### config.mk
export PLATFORM = sky130hd
export DESIGN_NAME = rk2_link_sched_flat
export DESIGN_NICKNAME = d
export VERILOG_FILES = /design/src/rtl/rk2_pkg.sv /design/src/rtl/rk2_link_sched_if.sv /design/src/rtl/rk2_rr_arb.sv /design/src/rtl/rk2_link_sched.sv /design/src/flat_wrapper.sv
export SDC_FILE = /design/constraint.sdc
export NUM_CORES = 1
export LEC_CHECK = 0
export CAP_MARGIN = 20
export CORE_UTILIZATION = 25
export CTS_CLUSTER_DIAMETER = 30
export DETAILED_ROUTE_END_ITERATION = 8
export GPL_ROUTABILITY_DRIVEN = 0
export PLACE_DENSITY_LB_ADDON = 0.3
export SLEW_MARGIN = 10
export SYNTH_ARGS = -nofsm -noshare
export SYNTH_HDL_FRONTEND = slang
export SYNTH_SLANG_ARGS = --single-unit
export TNS_END_PERCENT = 5
### constraint.sdc
create_clock -name clk -period 2.4 [get_ports clk]
set_input_delay 0.48 -clock clk [delete_from_list [all_inputs] [get_ports clk]]
set_output_delay 0.48 -clock clk [all_outputs]
set_load 0.05 [all_outputs]
### src/rtl/rk2_pkg.sv
// Shared types and constants for the rk2 serial pattern link scheduler.
package rk2_pkg;

  typedef enum logic [1:0] {
    IDLE = 2'd0,
    SEND = 2'd1,
    RESP = 2'd2,
    GAP  = 2'd3
  } rk2_state_e;

  localparam int         RK2_W         = 4;
  localparam logic [3:0] RK2_PATTERN   = 4'b0101;
  localparam int         RK2_MAX_RETRY = 2;

endpackage

### src/rtl/rk2_link_sched_if.sv
// Requester-side and link-side signals of the rk2 link scheduler, bundled with master/slave views.
interface rk2_link_sched_if
  import rk2_pkg::*;
#(
  parameter int N = 4,
  parameter int W = RK2_W
);
  localparam int IW = $clog2(N);

  // Handshake: a requester raises req[i] with a stable data word and keeps both until it
  // sees its one-cycle done[i]; pass/timeout are valid with done and hold until the next one.
  // On the link, cs/d are driven by the scheduler and ack/err (active-low) come back from the receiver.
  logic [N-1:0]   req;
  logic [N*W-1:0] data;
  logic           busy;
  logic [IW-1:0]  gnt_id;
  logic [N-1:0]   done;
  logic           pass;
  logic           timeout;
  logic           cs;
  logic           d;
  logic           ack;
  logic           err;
  rk2_state_e     state_dbg;

  modport master (
    input  req, data, ack, err,
    output busy, gnt_id, done, pass, timeout, cs, d, state_dbg
  );

  modport slave (
    output req, data, ack, err,
    input  busy, gnt_id, done, pass, timeout, cs, d, state_dbg
  );

endinterface

### src/rtl/rk2_rr_arb.sv
// Combinational round-robin search: first set req strictly after ptr, wrapping around.
module rk2_rr_arb #(
  parameter  int N  = 4,
  localparam int IW = $clog2(N)
) (
  input  logic [N-1:0]  req,
  input  logic [IW-1:0] ptr,
  output logic [IW-1:0] win,
  output logic          valid
);

  logic [IW-1:0] idx;

  // Walk the candidates from farthest to nearest so the nearest set request is written last.
  always_comb begin
    win   = '0;
    valid = 1'b0;
    idx   = '0;
    for (int k = N; k >= 1; k--) begin
      idx = IW'((int'(ptr) + k) % N);
      if (req[idx]) begin
        win   = idx;
        valid = 1'b1;
      end
    end
  end

endmodule

### src/rtl/rk2_link_sched.sv
// Round-robin scheduler for the shared rk2 serial pattern link with per-requester completion status.
// Build macro RK2_LINK_RETRY_EN: an err response triggers up to two automatic resends of the word.
module rk2_link_sched
  import rk2_pkg::*;
#(
  parameter int N   = 4,
  parameter int W   = RK2_W,
  parameter int TMO = 8
) (
  input logic              clk,
  input logic              rst,
  rk2_link_sched_if.master lnk
);

  localparam int           IW       = $clog2(N);
  localparam int           BW       = $clog2(W);
  localparam int           CW       = $clog2(TMO);
  localparam logic [N-1:0] ONE_HOT0 = N'(1);

  rk2_state_e    state, state_nxt;
  logic [IW-1:0] ptr, ptr_nxt;
  logic [IW-1:0] gnt_id, gnt_nxt;
  logic [W-1:0]  word, word_nxt, word_sel;
  logic [BW-1:0] bit_cnt, bit_nxt, bit_inc;
  logic [CW-1:0] wait_cnt, wait_nxt;
  logic          busy, busy_nxt;
  logic          pass, pass_nxt;
  logic          timeout, tmo_nxt;
  logic          cs, cs_nxt;
  logic          d, d_nxt;
  logic [N-1:0]  done, done_nxt;
  logic          arb_valid;
  logic [IW-1:0] arb_win;

`ifdef RK2_LINK_RETRY_EN
  logic [1:0] retry_cnt, retry_nxt;
  logic       resend, resend_nxt;
`endif

  rk2_rr_arb #(.N(N)) u_arb (
    .req   (lnk.req),
    .ptr   (ptr),
    .win   (arb_win),
    .valid (arb_valid)
  );

  always_comb begin
    word_sel = '0;
    for (int i = 0; i < N; i++) begin
      if (arb_win == IW'(i)) word_sel = lnk.data[i*W +: W];
    end
  end

  assign bit_inc = bit_cnt + 1'b1;

  always_comb begin
    state_nxt = state;
    ptr_nxt   = ptr;
    gnt_nxt   = gnt_id;
    word_nxt  = word;
    bit_nxt   = bit_cnt;
    wait_nxt  = wait_cnt;
    busy_nxt  = busy;
    pass_nxt  = pass;
    tmo_nxt   = timeout;
    cs_nxt    = cs;
    d_nxt     = d;
    done_nxt  = '0;
`ifdef RK2_LINK_RETRY_EN
    retry_nxt  = retry_cnt;
    resend_nxt = resend;
`endif
    unique case (state)
      IDLE: begin
        if (arb_valid) begin
          word_nxt  = word_sel;
          gnt_nxt   = arb_win;
          ptr_nxt   = arb_win;
          busy_nxt  = 1'b1;
          cs_nxt    = 1'b0;
          d_nxt     = word_sel[0];
          bit_nxt   = '0;
          state_nxt = SEND;
`ifdef RK2_LINK_RETRY_EN
          retry_nxt  = '0;
          resend_nxt = 1'b0;
`endif
        end
      end
      SEND: begin
        if (bit_cnt == BW'(W - 1)) begin
          cs_nxt    = 1'b1;
          d_nxt     = 1'b0;
          wait_nxt  = '0;
          state_nxt = RESP;
        end else begin
          bit_nxt = bit_inc;
          d_nxt   = word[bit_inc];
        end
      end
      RESP: begin
        // err has priority over ack when both are low in the same cycle.
        if (!lnk.err) begin
`ifdef RK2_LINK_RETRY_EN
          if (retry_cnt != 2'(RK2_MAX_RETRY)) begin
            retry_nxt  = retry_cnt + 1'b1;
            resend_nxt = 1'b1;
          end else begin
            done_nxt = ONE_HOT0 << gnt_id;
            pass_nxt = 1'b0;
            tmo_nxt  = 1'b0;
          end
`else
          done_nxt = ONE_HOT0 << gnt_id;
          pass_nxt = 1'b0;
          tmo_nxt  = 1'b0;
`endif
          state_nxt = GAP;
        end else if (!lnk.ack) begin
          done_nxt  = ONE_HOT0 << gnt_id;
          pass_nxt  = 1'b1;
          tmo_nxt   = 1'b0;
          state_nxt = GAP;
        end else if (wait_cnt == CW'(TMO - 1)) begin
          // A silent receiver never pulled its lines low, so no settle gap is needed.
          done_nxt  = ONE_HOT0 << gnt_id;
          pass_nxt  = 1'b0;
          tmo_nxt   = 1'b1;
          busy_nxt  = 1'b0;
          state_nxt = IDLE;
        end else begin
          wait_nxt = wait_cnt + 1'b1;
        end
      end
      GAP: begin
        if (lnk.ack && lnk.err) begin
`ifdef RK2_LINK_RETRY_EN
          if (resend) begin
            resend_nxt = 1'b0;
            bit_nxt    = '0;
            cs_nxt     = 1'b0;
            d_nxt      = word[0];
            state_nxt  = SEND;
          end else begin
            busy_nxt  = 1'b0;
            state_nxt = IDLE;
          end
`else
          busy_nxt  = 1'b0;
          state_nxt = IDLE;
`endif
        end
      end
      default: state_nxt = IDLE;
    endcase
  end

  always_ff @(posedge clk) begin
    if (rst) begin
      state    <= IDLE;
      ptr      <= IW'(N - 1);
      gnt_id   <= '0;
      word     <= '0;
      bit_cnt  <= '0;
      wait_cnt <= '0;
      busy     <= 1'b0;
      pass     <= 1'b0;
      timeout  <= 1'b0;
      cs       <= 1'b1;
      d        <= 1'b0;
      done     <= '0;
`ifdef RK2_LINK_RETRY_EN
      retry_cnt <= '0;
      resend    <= 1'b0;
`endif
    end else begin
      state    <= state_nxt;
      ptr      <= ptr_nxt;
      gnt_id   <= gnt_nxt;
      word     <= word_nxt;
      bit_cnt  <= bit_nxt;
      wait_cnt <= wait_nxt;
      busy     <= busy_nxt;
      pass     <= pass_nxt;
      timeout  <= tmo_nxt;
      cs       <= cs_nxt;
      d        <= d_nxt;
      done     <= done_nxt;
`ifdef RK2_LINK_RETRY_EN
      retry_cnt <= retry_nxt;
      resend    <= resend_nxt;
`endif
    end
  end

  assign lnk.busy      = busy;
  assign lnk.gnt_id    = gnt_id;
  assign lnk.done      = done;
  assign lnk.pass      = pass;
  assign lnk.timeout   = timeout;
  assign lnk.cs        = cs;
  assign lnk.d         = d;
  assign lnk.state_dbg = state;

endmodule
### src/flat_wrapper.sv
// flat-port wrapper written by rule: the top's interface ports become plain ports
module rk2_link_sched_flat import rk2_pkg::*;
#(
  parameter int N   = 4,
  parameter int W   = RK2_W,
  parameter int TMO = 8
)
  (clk, rst, lnk_req, lnk_data, lnk_ack, lnk_err, lnk_busy, lnk_gnt_id, lnk_done, lnk_pass, lnk_timeout, lnk_cs, lnk_d, lnk_state_dbg);
  rk2_link_sched_if #(.N(N), .W(W)) lnk_i ();
  input logic clk;
  input logic rst;
  input wire logic [$bits(lnk_i.req)-1:0] lnk_req;
  input wire logic [$bits(lnk_i.data)-1:0] lnk_data;
  input wire logic [$bits(lnk_i.ack)-1:0] lnk_ack;
  input wire logic [$bits(lnk_i.err)-1:0] lnk_err;
  output wire logic [$bits(lnk_i.busy)-1:0] lnk_busy;
  output wire logic [$bits(lnk_i.gnt_id)-1:0] lnk_gnt_id;
  output wire logic [$bits(lnk_i.done)-1:0] lnk_done;
  output wire logic [$bits(lnk_i.pass)-1:0] lnk_pass;
  output wire logic [$bits(lnk_i.timeout)-1:0] lnk_timeout;
  output wire logic [$bits(lnk_i.cs)-1:0] lnk_cs;
  output wire logic [$bits(lnk_i.d)-1:0] lnk_d;
  output wire logic [$bits(lnk_i.state_dbg)-1:0] lnk_state_dbg;
  assign lnk_i.req = lnk_req;
  assign lnk_i.data = lnk_data;
  assign lnk_i.ack = lnk_ack;
  assign lnk_i.err = lnk_err;
  assign lnk_busy = lnk_i.busy;
  assign lnk_gnt_id = lnk_i.gnt_id;
  assign lnk_done = lnk_i.done;
  assign lnk_pass = lnk_i.pass;
  assign lnk_timeout = lnk_i.timeout;
  assign lnk_cs = lnk_i.cs;
  assign lnk_d = lnk_i.d;
  assign lnk_state_dbg = lnk_i.state_dbg;
  rk2_link_sched #(.N(N), .W(W), .TMO(TMO)) u_core (.clk(clk), .rst(rst), .lnk(lnk_i));
endmodule
==> impl_metrics.csv <==
group,metric,value,unit
timing,tns,0,ns
detailed_routing,drtIter0Drc,59,
pwr,comb_power_share,25.2,%
critical_path,path_buf_inv,1,
clock_network,postCtsResizedCells,0,
global_route,antenna_found_initial,0,
clock_network,hold_buffers,0,
synth,synth_top_area_share,40.9,%
die,die_h,70.5,um
synth,synth_cell_type_count,40,
synth,syn_avg_cell_area,9.03,um^2
die,start_util,26.4,%
synth,asyncSetResetFlopFracSynth,0,%
synth,yosysWarnings,0,
critical_path,critPathTopFamily,"buffers and inverters",
pwr,p_leak,0.630,nW
global_route,grt_pass1_vias,1120,
global_route,overflow,0,
timing,fmax,0.471,GHz
critical_path,cp-end-kind,"output pin",
pwr,p_total,965,uW
timing,grt_setup_unrepaired,"no",
critical_path,crit_slowest_cell,"clkdlybuf4s50_1",
synth,synth_most_common_cell,"dfxtp_1",
detailed_routing,dr.pass1.iters,7,
global_route,grt_start_max_net_pins,16,
timing,setup_viol,0,
pwr,pwr-share-seq,47.1,%
clock_network,clkSlewWorstSetupHoldPaths,0.08,ns
placement,port_buffers,36,
detailed_routing,drc,9,
synth,syn-num-nets,157,
clock_network,tritoncts.num_buffers,3,
synth,synth-edff-count,0,
clock_network,cts_max_path_buffers,2,
pwr,switching_share,28.4,%
die,num_rows,24,
critical_path,worstSetupPathType,"flip-flop to output pin",
die,die_w,70.5,um
critical_path,crit_arrival,1.64,ns
placement,place_ws,0.149,ns
clock_network,post_cts_buffers,0,
placement,hpwl,2.19,mm
cells_and_area,diodes,0,
status,violations,"design-rule violations",
global_route,grt_pass1_wl,4.59,mm
worst_hold_path,hp-class,"flip-flop to flip-flop",
cells_and_area,syn_to_final_growth,40.3,%
timing,finClkSkew,0.00598,ns
timing,hold_viol_final,0,
synth,netlist_instances,130,
cells_and_area,nets,196,
synth,synth_flop_cell,"dfxtp_1",
clock_network,clk_latency,0.26,ns
timing,maxSlewHeadroom,63.4,%
run,maxCapViolations,0,
timing,worst_slack,0.277,ns
critical_path,slowest_delay,0.87,ns
pwr,clockPowerShare,27.6,%
synth,ys_seq_area_share,40.9,%
cells_and_area,drive_gt1_share,7.14,%
pwr,power.density,586,mW/mm^2
clock_network,cts-root-buf,"clkbuf_8",
timing,fin_crit,2.12,ns
critical_path,crit_fanout,10,
clock_network,clock-sinks,24,
timing,slew_violations,0,
synth,syn-cell-area,0.00117,mm^2
timing,worstMarginPinSlew,0.546,ns
die,io_pins,37,
critical_path,required,1.92,ns
global_route,grt_util_all_layers,11.4,%
detailed_routing,wire_per_inst,12.4,um
detailed_routing,vias,1097,
synth,synth.top_cells.by_area,"dfxtp_1 41%, mux2i_1 6.0%, nor2_1 4.2%",
die,core-area,0.00444,mm^2
clock_network,cts.htree.levels,1,
critical_path,cp-start-kind,"flip-flop",
critical_path,worstPathCellList,"clkdlybuf4s50_1",
critical_path,rrSetupSlack,0.83,ns
detailed_routing,drtAntennaViolNets,0,
pwr,ir_worst_vdd,0.225,mV
timing,fin_crit_sh,88.5,%
status,status,"finished with violations",
detailed_routing,routed_wl,2.73,mm
clock_network,cts_tree,"done",
synth,synth_seq_cells,24,
synth,yosys-top-cells-count,"24 x dfxtp_1, 13 x nor2_1, 9 x a21oi_1, 9 x nand2_1, 7 x mux2i_1",
detailed_routing,vias_per_cell,4.99,
die,dieArea,0.00497,mm^2
pwr,switchingPower,274,uW
pwr,internal-power,691,uW
synth,synth_top_area_cell,"dfxtp_1",
cell usage in the layout, fill, tap and decap left out, drive strengths merged, types with 2 or more instances in the layout:
| master | n |
|---|---|
| nand2 | 9 |
| inv | 2 |
| dfxtp | 24 |
| nor3 | 4 |
| nor2b | 6 |
| o21ai | 6 |
| nand2b | 2 |
| buf | 2 |
| and3 | 2 |
| clkdlybuf4s50 | 36 |
| ha | 3 |
| o221ai | 3 |
| a211oi | 2 |
| a211o | 2 |
| mux2i | 7 |
| nor2 | 14 |
| nand3 | 6 |
| a21oi | 9 |
| nand3b | 6 |
| clkbuf | 4 |
flip-flops by register name, indices dropped and copies added, names as in the netlist:
signal and cells:
u_core.bit_cnt 2, u_core.lnk.busy 1, u_core.lnk.cs 1, u_core.lnk.d 1, u_core.lnk.done 4, u_core.lnk.gnt_id 2
u_core.lnk.pass 1, u_core.lnk.state_dbg 2, u_core.lnk.timeout 1, u_core.ptr 2, u_core.wait_cnt 3, u_core.word 4
area by class of cell:
cell class	count	area (um^2)
clock buffer	4	55.1
timing repair buffer	38	375
inverter	2	7.51
sequential	24	480
multi-input combinational	100	663
tap	52	65.1
fill	444	2800
worst paths after layout:
check	end	depth (start not counted)	start
setup / recovery	lnk_state_dbg[1]	1	u_core.lnk.state_dbg[1]
hold reg to reg	u_core.wait_cnt[2]	2	u_core.wait_cnt[2]
hold / removal	u_core.wait_cnt[2]	2	u_core.wait_cnt[2]
setup reg to reg	u_core.ptr[1]	4	u_core.ptr[1]
metrics by stage:
| stage | hold WS (ns) | cells | area [um^2] | utilization [%] |
|---|---|---|---|---|
| detailed placement | 0.471 | 216 | 1590 | 35.8 |
| CTS | 0.483 | 220 | 1650 | 37.0 |
| floorplan | 0.447 | 130 | 1170 | - |
| finish | 0.478 | 220 | 1650 | 37.0 |
| global placement | 0.457 | 216 | 1590 | 35.8 |
| global route | 0.508 | 220 | 1650 | 37.0 |
metal layers:
metal,vias up,share of wire (%),routed length (um),GRT usage (%)
met5,-,0,0,0
met4,0,1.4,38,4.08
met3,4,2.7,75,2.74
met2,19,54,1480,23.2
met1,514,42,1140,11.0
li1,560,-,-,-
cells by family after synthesis:
family	synth area share [%]
AND/OR/NAND/NOR	26.9
flip-flops	40.9
adder cells (fa/ha/maj)	3.20
buffers and inverters	2.56
AO/OA/AOI/OAI	17.6
multiplexers	8.85
power by group through the flow:
stage               registers (mW)  logic (mW)  clock network (mW)
CTS                          0.454       0.244               0.278
finish                       0.455       0.244               0.267
detailed placement           0.464       0.243                   0
global placement             0.462       0.239                   0
global route                 0.460       0.261               0.297
floorplan                    0.499       0.117                   0
Note: power is estimated with default switching activity, not from simulation.
